<file path="config.mk">
export PLATFORM = sky130hd
export DESIGN_NAME = serializer
export DESIGN_NICKNAME = d
export VERILOG_FILES = /design/src/rtl/serializer.sv
export SDC_FILE = /design/constraint.sdc
export NUM_CORES = 1
export LEC_CHECK = 0
export CORE_AREA = 2 2 48 50
export DETAILED_ROUTE_END_ITERATION = 8
export DIE_AREA = 0 0 50 52
export PLACE_DENSITY = 0.7
export SETUP_SLACK_MARGIN = 0.4
export SLEW_MARGIN = 5
export SYNTH_ARGS = -nofsm -noshare
export SYNTH_HDL_FRONTEND = slang
export SYNTH_SLANG_ARGS = --single-unit
export TNS_END_PERCENT = 20
</file>
<file path="constraint.sdc">
create_clock -name clock_100KHZ -period 1.4 [get_ports clock_100KHZ]
set_clock_uncertainty 0.1 [all_clocks]
set_input_delay 0.35 -clock clock_100KHZ [delete_from_list [all_inputs] [get_ports clock_100KHZ]]
set_output_delay 0.35 -clock clock_100KHZ [all_outputs]
set_load 0.01 [all_outputs]
</file>
<file path="src/rtl/serializer.sv">
// Parallel-to-serial transmitter: accepts a word on valid/ack and shifts it out
// MSB first, one bit per write_out strobe, only while the receiver is ready.
module serializer #(
  parameter int unsigned DATA_WIDTH = 8
) (
  input  logic                  clock_100KHZ,
  input  logic                  reset,
  input  logic [DATA_WIDTH-1:0] data_in,
  input  logic                  data_valid,
  input  logic                  ready_in,
  output logic                  ack_out,
  output logic                  data_out,
  output logic                  write_out,
  output logic                  status_out,
  output logic [1:0]            EA_ser
);

  localparam int unsigned CNT_W = $clog2(DATA_WIDTH + 1);
  localparam logic [CNT_W-1:0] LAST_BIT = CNT_W'(DATA_WIDTH - 1);

  typedef enum logic [1:0] {
    IDLE    = 2'd0,
    SEND    = 2'd1,
    DONE    = 2'd2,
    ILLEGAL = 2'd3
  } state_e;

  state_e                ea_q, ea_d;
  logic [DATA_WIDTH-1:0] shreg_q, shreg_d;
  logic [CNT_W-1:0]      count_q, count_d;
  logic                  ack_q, ack_d;
  logic                  data_q, data_d;
  logic                  write_q, write_d;
  logic                  status_q, status_d;

  // State and registered outputs
  always_ff @(posedge clock_100KHZ or posedge reset) begin
    if (reset) begin
      ea_q     <= IDLE;
      shreg_q  <= '0;
      count_q  <= '0;
      ack_q    <= 1'b0;
      data_q   <= 1'b0;
      write_q  <= 1'b0;
      status_q <= 1'b0;
    end else begin
      ea_q     <= ea_d;
      shreg_q  <= shreg_d;
      count_q  <= count_d;
      ack_q    <= ack_d;
      data_q   <= data_d;
      write_q  <= write_d;
      status_q <= status_d;
    end
  end

  // Next-state and output logic; ack and strobe are single-cycle by default
  always_comb begin
    ea_d     = ea_q;
    shreg_d  = shreg_q;
    count_d  = count_q;
    ack_d    = 1'b0;
    data_d   = data_q;
    write_d  = 1'b0;
    status_d = status_q;
    case (ea_q)
      IDLE: begin
        status_d = 1'b0;
        if (data_valid) begin
          shreg_d  = data_in;
          count_d  = '0;
          ack_d    = 1'b1;
          status_d = 1'b1;
          ea_d     = SEND;
        end
      end
      SEND: begin
        // A low ready_in stalls: data_out holds, no shift, no count
        if (ready_in) begin
          data_d  = shreg_q[DATA_WIDTH-1];
          write_d = 1'b1;
          shreg_d = shreg_q << 1;
          count_d = count_q + CNT_W'(1);
          if (count_q == LAST_BIT) begin
            ea_d = DONE;
          end
        end
      end
      DONE: begin
        status_d = 1'b0;
        data_d   = 1'b0;
        ea_d     = IDLE;
      end
      default: begin
        status_d = 1'b0;
        data_d   = 1'b0;
        ea_d     = IDLE;
      end
    endcase
  end

  assign ack_out    = ack_q;
  assign data_out   = data_q;
  assign write_out  = write_q;
  assign status_out = status_q;
  assign EA_ser     = 2'(ea_q);

endmodule

</file>
## Word-level counts from Yosys, hierarchy flattened

Index checks and enable logic that the tools add are counted.
W data, S select, Z words.

- Output and inout bits: 6
- Register bits after elaboration: 18
- Logic and storage cells: 36
- Input bits: 12

- $add $sub $neg: 1
- Bitwise gates (word level): 1
- Equal/unequal tests: 5
- Mux-type cells: 17
- Reductions and logical operators: 5

Operator list:

| operator | number |
|---|---|
| $mux W8 | 2 |
| $pmux W8 S2 | 1 |
| $mux W4 | 2 |
| $pmux W4 S2 | 1 |
| $mux W2 | 3 |
| $ne A2 B2 Y1 const B | 3 |
| $reduce_and A3 Y1 | 2 |
| $mux W1 | 5 |
| $add A4 B1 Y4 const B | 1 |
| $eq A4 B3 Y1 const B | 1 |
| $pmux W1 S2 | 2 |
| $pmux W2 S2 | 1 |
| $eq A2 B1 Y1 const B | 1 |
| $logic_not A2 Y1 | 1 |
| $reduce_and A2 Y1 | 1 |
| $reduce_bool A2 Y1 | 1 |
| $not A1 Y1 | 1 |

## Depth between registers and ports, before layout

Gate-level depths: netlist of run 1.

- Depth after elaboration: 4
- Depth in mapped cells: 5
- Gate-level depth less buffers: 4

## Worst setup path before layout of run 1

OpenSTA, ideal clock, no wires.

- Path kind: register to register
- Start point: register ea_q[0], in the netlist EA_ser[0]
- End point: register shreg_q[1]
- Required time: 1.175 ns
- Cell stages (with the launch flop): 5
- Path slack: -0.196 ns
- Path buffers: 1
- Clock period less this slack: 1.596 ns
- Library setup time: 0.125 ns
- Data arrival time: 1.371 ns
- Path through: dfrtp_1 or3b_1 buf_6 nand2_8 mux2_4

- Longest elaborated chain between the ends: 3
- Elaborated cells on any way between the ends: 7
- Those cells by class: eq/ne (3); mux (1); reduce/logical (3)

RTL lines:

| item | RTL line | RTL |
|---|---|---|
| from (decl) | 28 | `state_e ea_q, ea_d;` |
| from (signal assigned) | 39 | `ea_q <= IDLE;` |
| from (signal assigned) | 47 | `ea_q <= ea_d;` |
| $eq A2 B1 Y1 / $logic_not A2 Y1 (equally long branches) | 66 | `case (ea_q)` |
| $ne A2 B2 Y1 (no line) / $reduce_bool A2 Y1 (equally long branches) | n/a |  |
| $reduce_and A3 Y1 (no line) | n/a |  |
| to (signal assigned) | 48 | `shreg_q <= shreg_d;` |
| to (decl) | 29 | `logic [DATA_WIDTH-1:0] shreg_q, shreg_d;` |

Parallel ways exist; a longest one is shown, timed or not.
A chain may end at the register's enable or synchronous reset.

## Worst setup path after layout of run 1

- Start point: register ea_q[1], in the netlist EA_ser[1]
- End point: register shreg_q[1]

The elaborated chain is that of the path after synthesis.

==> impl_metrics.env, run 1 <==
export IMPL_ctsLongestPathBuffers=2
export IMPL_p_int_w=0.00164
export IMPL_ir_drop_mv=0.769
export IMPL_rsz0062_at_grt="yes"
export IMPL_fin_crit_ns=1.55
export IMPL_grt_ovfl_total=0
export IMPL_sw_frac_of_total_pct=30.7
export IMPL_total_power_w=0.00237
export IMPL_grt_antenna_before_repair=0
export IMPL_die_x_microns=50
export IMPL_ys_seq_area_share_pct=51.1
export IMPL_ios=18
export IMPL_final_area_sq_mm=0.00122
export IMPL_cts_tree="done"
export IMPL_syn_to_final_growth_pct=38.7
export IMPL_setup_viol=14
export IMPL_netlist_instances=67
export IMPL_routedWlPerCell_microns=13.3
export IMPL_clock_sinks=18
export IMPL_final_cell_mix="dfrtp_1, mux2_4, clkdlybuf4s50_1"
export IMPL_hpwl_mm=1.19
export IMPL_max_cap_viol_count=0
export IMPL_die_area_sq_mm=0.00260
export IMPL_max_freq_ghz=0.643
export IMPL_grt_pass1_vias=699
export IMPL_synth_compound_area_share_pct=5.39
export IMPL_rows=17
export IMPL_wl_mm=1.67
export IMPL_hold_path_class="in -> async"
export IMPL_initial_core_util_pct=41.9
export IMPL_layout_commonest_cell="dfrtp_1"
export IMPL_layout_setup_ws_ns=-0.155
export IMPL_slew_headroom_pct=84.5
export IMPL_clockPowerShare_pct=13.1
export IMPL_arrival_ns=1.63
export IMPL_syn_area_sq_um=882
export IMPL_synth_top_family_by_area="multiplexers"
export IMPL_dpl_cell_area_sq_mm=0.00113
export IMPL_path_clk_slew_ns=0.10
export IMPL_place_ws_ns=-0.526
export IMPL_regToRegStartpoint="EA_ser[1]$_DFFE_PP0P_"
export IMPL_power_density_mw_per_mm2=1940
export IMPL_period_share_pct=111
export IMPL_portBuffers=17
export IMPL_vias=601
export IMPL_hold_violations=0
export IMPL_crit_path_start="EA_ser[1]$_DFFE_PP0P_"
export IMPL_drc=0
export IMPL_gp_congestion=0.761
export IMPL_leakage_nw=0.602
export IMPL_synth_area_mux_share_pct=23.8
export IMPL_synth_area_per_cell_sq_um=13.2
export IMPL_via_per_inst=4.77
export IMPL_p_comb_share_pct=50.6
export IMPL_die_height_microns=52
export IMPL_drt_initial_drc_count=9
export IMPL_cp_max_fo=7
export IMPL_seq_power_share_pct=36.3
export IMPL_h_tree_depth=1
export IMPL_worstSetupPathType="reg -> reg"
export IMPL_grt_util_all_layers_pct=15.7
export IMPL_end_kind="flop"
export IMPL_cp_start_kind="flop"
export IMPL_drtPass1Iterations=4
export IMPL_grt_max_degree=19
export IMPL_synthAdderAreaFrac_pct=1.42
export IMPL_fillers=171
export IMPL_required_ns=1.48
export IMPL_nets=112
export IMPL_postCtsHoldBufs=0
export IMPL_synth_distinct_cells=19
export IMPL_p_sw_w=0.000727
export IMPL_yosys_area_share_simple_pct=14.5
export IMPL_ys_warn_count=0
export IMPL_violations="setup timing"
export IMPL_cts_root_buf="clkbuf_4"
export IMPL_coreArea_sq_mm=0.00211
export IMPL_synth_xor_area_share_pct=0
export IMPL_cts_buffers=3
export IMPL_status="complete, but fails checks"
export IMPL_report_final_slew_viol_count=0
export IMPL_postRouteAntennaNets=0
export IMPL_clk_latency_ns=0.28
export IMPL_synth_nets=80
export IMPL_antenna_cells=0
export IMPL_worst_slew_pin_slew_ns=0.232
export IMPL_drive_above_1_share_pct=44.9
export IMPL_synth_ff_latch_count=18
export IMPL_grt_pass1_wl_mm=3.07
-- flip-flops by register name (all words and copies together), names as in the netlist --
register and cells:
data_out 1, write_out 1, shreg_q 8, status_out 1, EA_ser 2, ack_out 1
count_q 4
-- cell type report --
cell class	instances	area [sq um]	area share, %
repair buffers	29	265	21.7
well taps	28	35.0	2.86
multi-input cells	44	424	34.7
flip-flops and latches	18	452	36.9
inverters	3	11.3	0.920
clock buffers	4	36.3	2.97
-- per-layer routing --
metal / wire length [microns] / up-vias / global-route usage, %
li1: - / 298 / -
met1: 692 / 296 / 16.6
met2: 940 / 7 / 30.0
met3: 37 / 0 / 2.01
met4: 0 / 0 / 8.33
met5: 0 / - / 0
-- critical path, stage by stage, from the launching register on --
cell     delay (ns)
dfrtp_1        0.40
buf_6          0.12
or3b_4         0.41
nand2_8        0.11
mux2_4         0.30
-- metrics by stage --
step	utilization, %	TNS (ns)	instances	hold slack (ns)
5_1_grt	58.1	-2.13	126	0.301
6_report	58.1	-1.47	126	0.273
3_5_place_dp	53.8	-7.48	119	0.363
3_3_place_gp	53.8	-7.02	119	0.362
4_1_cts	57.4	-1.55	126	0.276
2_1_floorplan	-	-1.17	67	0.189
-- Yosys cell counts --
cell type / n / share of area [%]
or3b_1: 1 / 0.99
and2_1: 1 / 0.71
nor3b_1: 1 / 0.85
o211ai_1: 2 / 1.7
nand3_1: 5 / 2.8
or3_1: 1 / 0.71
nand2_1: 8 / 3.4
a21oi_1: 2 / 1.1
buf_6: 2 / 2.6
dfrtp_1: 18 / 51
o31ai_1: 1 / 0.85
mux2_4: 14 / 24
nand2_8: 1 / 2.3
nand2b_1: 1 / 0.71
nor2b_1: 1 / 0.71
nand3b_2: 1 / 1.3
o21ai_0: 3 / 1.7
inv_1: 3 / 1.3
ha_1: 1 / 1.4
-- cells by family after synthesis --
family,after synthesis
AND/OR/NAND/NOR,21
multiplexers,14
buffers and inverters,5
AO/OA/AOI/OAI,8
flip-flops,18
adder cells (fa/ha/maj),1
-- worst paths after layout --
check	end	slack, ns	depth (start not counted)
max in group asynchronous	EA_ser[0]$_DFFE_PP0P_	0.72	3
max	shreg_q[1]$_DFFE_PP0P_	-0.15	4
min	shreg_q[5]$_DFFE_PP0P_	0.27	3
min in group clock_100KHZ	status_out$_DFFE_PP0P_	0.38	2
min reg2reg	status_out$_DFFE_PP0P_	0.38	2
max reg2reg	shreg_q[1]$_DFFE_PP0P_	-0.15	4
-- power groups by stage --
| stage | sequential [W] | clock, W | combinational (W) |
|---|---|---|---|
| 2_1_floorplan | 0.000875 | 0 | 0.000783 |
| 3_3_place_gp | 0.000862 | 0 | 0.00108 |
| 3_5_place_dp | 0.000869 | 0 | 0.00111 |
| 4_1_cts | 0.000856 | 0.000326 | 0.00119 |
| 5_1_grt | 0.000887 | 0.000344 | 0.00131 |
| 6_report | 0.000859 | 0.000311 | 0.00120 |
-- repair_timing --
| action | in CTS | in global routing |
|---|---|---|
| pin swaps | 3 | 1 |
| endpoints found under the setup margin | 24 | 24 |
| buffers inserted | 3 | 0 |
| resized for setup | 38 | 2 |
Note: power is estimated with default switching activity, not from simulation.
==> inputs of run 2 (changes only) <==
--- a/config.mk
+++ b/config.mk
@@ -5,10 +5,10 @@
 export SDC_FILE = /design/constraint.sdc
 export NUM_CORES = 1
 export LEC_CHECK = 0
-export CORE_AREA = 2 2 48 50
+export CORE_AREA = 2 2 50 52
 export DETAILED_ROUTE_END_ITERATION = 8
-export DIE_AREA = 0 0 50 52
-export PLACE_DENSITY = 0.7
+export DIE_AREA = 0 0 52 54
+export PLACE_DENSITY = 0.65
 export SETUP_SLACK_MARGIN = 0.4
 export SLEW_MARGIN = 5
 export SYNTH_ARGS = -nofsm -noshare
==> impl_metrics.env, run 2 (synthesis results as in run 1) <==
export IMPL_crit_path_start="EA_ser[1]$_DFFE_PP0P_"
export IMPL_hold_violations=0
export IMPL_rows=18
export IMPL_slew_headroom_pct=84.4
export IMPL_p_comb_share_pct=52.0
export IMPL_setup_viol=15
export IMPL_required_ns=1.48
export IMPL_clockPowerShare_pct=11.4
export IMPL_initial_core_util_pct=38.0
export IMPL_status="complete, but fails checks"
export IMPL_antenna_cells=0
export IMPL_violations="setup timing"
export IMPL_period_share_pct=113
export IMPL_cts_tree="done"
export IMPL_top_register="shreg_q"
export IMPL_max_freq_ghz=0.631
export IMPL_worstSetupPathType="reg -> reg"
export IMPL_grt_ovfl_total=0
export IMPL_wl_mm=1.74
export IMPL_grt_pass1_wl_mm=2.86
export IMPL_seq_power_share_pct=36.6
export IMPL_grt_util_all_layers_pct=14.6
export IMPL_cp_max_fo=10
export IMPL_fin_crit_ns=1.58
export IMPL_critPathMaxStageDelay_ns=0.40
export IMPL_sw_frac_of_total_pct=31.7
export IMPL_final_area_sq_mm=0.00123
export IMPL_ios=18
export IMPL_h_tree_depth=1
export IMPL_whs_ns=0.284
export IMPL_largest_register_ffs=8
export IMPL_path_clk_slew_ns=0.10
export IMPL_p_sw_w=0.000743
export IMPL_die_x_microns=52
export IMPL_drt_initial_drc_count=3
export IMPL_vias=635
export IMPL_ctsLongestPathBuffers=2
export IMPL_ir_drop_mv=0.868
export IMPL_drive_above_1_share_pct=46.5
export IMPL_clock_sinks=18
export IMPL_die_area_sq_mm=0.00281
export IMPL_via_per_inst=4.92
export IMPL_final_cell_mix="dfrtp_1, mux2_4, clkdlybuf4s50_1"
export IMPL_grt_pass1_vias=642
export IMPL_layout_setup_ws_ns=-0.184
export IMPL_leakage_nw=0.603
export IMPL_worst_slew_pin_slew_ns=0.235
export IMPL_regToRegStartpoint="EA_ser[1]$_DFFE_PP0P_"
export IMPL_cp_start_kind="flop"
export IMPL_die_height_microns=54
export IMPL_path_common_cell="mux2_4"
export IMPL_grt_antenna_before_repair=0
export IMPL_crit_slowest_cell="dfrtp_1"
export IMPL_end_kind="flop"
export IMPL_p_int_w=0.00160
export IMPL_hpwl_mm=1.17
export IMPL_hold_path_class="in -> async"
export IMPL_routedWlPerCell_microns=13.4
export IMPL_clk_latency_ns=0.29
export IMPL_path_cells="buf_6 -> nand2b_4 -> buf_12 -> mux2_4 -> mux2_4"
export IMPL_nets=113
export IMPL_dpl_cell_area_sq_mm=0.00116
export IMPL_coreArea_sq_mm=0.00232
export IMPL_drc=0
export IMPL_cts_root_buf="clkbuf_4"
export IMPL_drtPass1Iterations=4
export IMPL_rsz0062_at_grt="yes"
export IMPL_arrival_ns=1.66
export IMPL_grt_max_degree=19
export IMPL_postRouteAntennaNets=0
export IMPL_cts_buffers=3
export IMPL_portBuffers=17
export IMPL_gp_congestion=0.774
export IMPL_max_cap_viol_count=0
export IMPL_report_final_slew_viol_count=0
export IMPL_syn_to_final_growth_pct=39.9
export IMPL_layout_commonest_cell="dfrtp_1"
export IMPL_power_density_mw_per_mm2=1900
run 2: cell types whose count changed in the layout (fill, tap and decap cells not counted):
cell	delta
clkdlybuf4s50_1	+1
inv_2	+1
dlygate4sd2_1	-1
inv_1	-1
buf_6	-1
buf_12	+1
nor2b_2	+1
clkbuf_8	-1
clkbuf_1	+1
buf_2	+1
nor2b_1	-1
run 2: worst max-delay path, delay by kind of cell, from the launching register on:
family	cells	cell delay, ns
AND/OR/NAND/NOR	1	0.14
buffers and inverters	2	0.28
flip-flops	1	0.40
multiplexers	2	0.56
run 2: routing by layer:
layer  share of wire (%)  routed length [microns]  vias up  track usage (%)
li1                    -                        -      296                -
met1                  44                      758      320             16.1
met2                  50                      872       15             26.6
met3                 3.1                       53        4            0.833
met4                 2.9                       51        0             10.5
met5                   0                        0        -                0
run 2: stage by stage:
| stage | worst slack [ns] | total power, W | TNS [ns] | std cells | util, % |
|---|---|---|---|---|---|
| detailed placement | -0.542 | 0.00202 | -7.78 | 122 | 49.8 |
| global route | -0.206 | 0.00249 | -2.39 | 129 | 53.2 |
| global placement | -0.508 | 0.00198 | -7.23 | 122 | 49.8 |
| finish | -0.184 | 0.00235 | -1.87 | 129 | 53.2 |
| CTS | -0.189 | 0.00236 | -1.89 | 129 | 53.2 |
| floorplan | -0.168 | 0.00166 | -1.17 | 67 | - |
run 2: power by group through the flow:
stage               sequential [W]  clock (W)  combinational [W]
finish                    0.000858   0.000268            0.00122
global route              0.000883   0.000301            0.00130
global placement          0.000863          0            0.00112
CTS                       0.000861   0.000278            0.00122
detailed placement        0.000870          0            0.00115
floorplan                 0.000875          0           0.000783
run 2: final timing paths:
path / endpoint / slack [ns] / depth (start not counted)
min in group clock_100KHZ: status_out$_DFFE_PP0P_ / 0.39 / 2
worst min register to register: status_out$_DFFE_PP0P_ / 0.39 / 2
worst min-delay path: ack_out$_DFF_PP0_ / 0.28 / 3
worst max register to register: shreg_q[5]$_DFFE_PP0P_ / -0.18 / 5
worst max-delay path: shreg_q[5]$_DFFE_PP0P_ / -0.18 / 5
max in group asynchronous: EA_ser[0]$_DFFE_PP0P_ / 0.71 / 3
run 2: area by class of cell:
class / count / area, sq um
Tap cell: 30 / 37.5
Inverter: 3 / 11.3
Timing Repair Buffer: 30 / 280
Clock buffer: 4 / 26.3
Multi-Input combinational cell: 44 / 427
Fill cell: 200 / 1090
Sequential cell: 18 / 452
run 2: timing repair:
item	CTS	global route
setup endpoints to repair	24	24
pin swaps	4	2
gates resized for setup	40	0
endpoints found under the hold margin	0	0
buffers inserted	3	0
hold buffers	0	0
==> inputs of run 3 (changes only) <==
--- a/config.mk
+++ b/config.mk
@@ -10,7 +10,7 @@
 export DIE_AREA = 0 0 52 54
 export PLACE_DENSITY = 0.65
 export SETUP_SLACK_MARGIN = 0.4
-export SLEW_MARGIN = 5
+export SLEW_MARGIN = 20
 export SYNTH_ARGS = -nofsm -noshare
 export SYNTH_HDL_FRONTEND = slang
 export SYNTH_SLANG_ARGS = --single-unit
==> results of run 3 <==
Same layout as run 2: the final DEF is identical, and so are final timing and power.
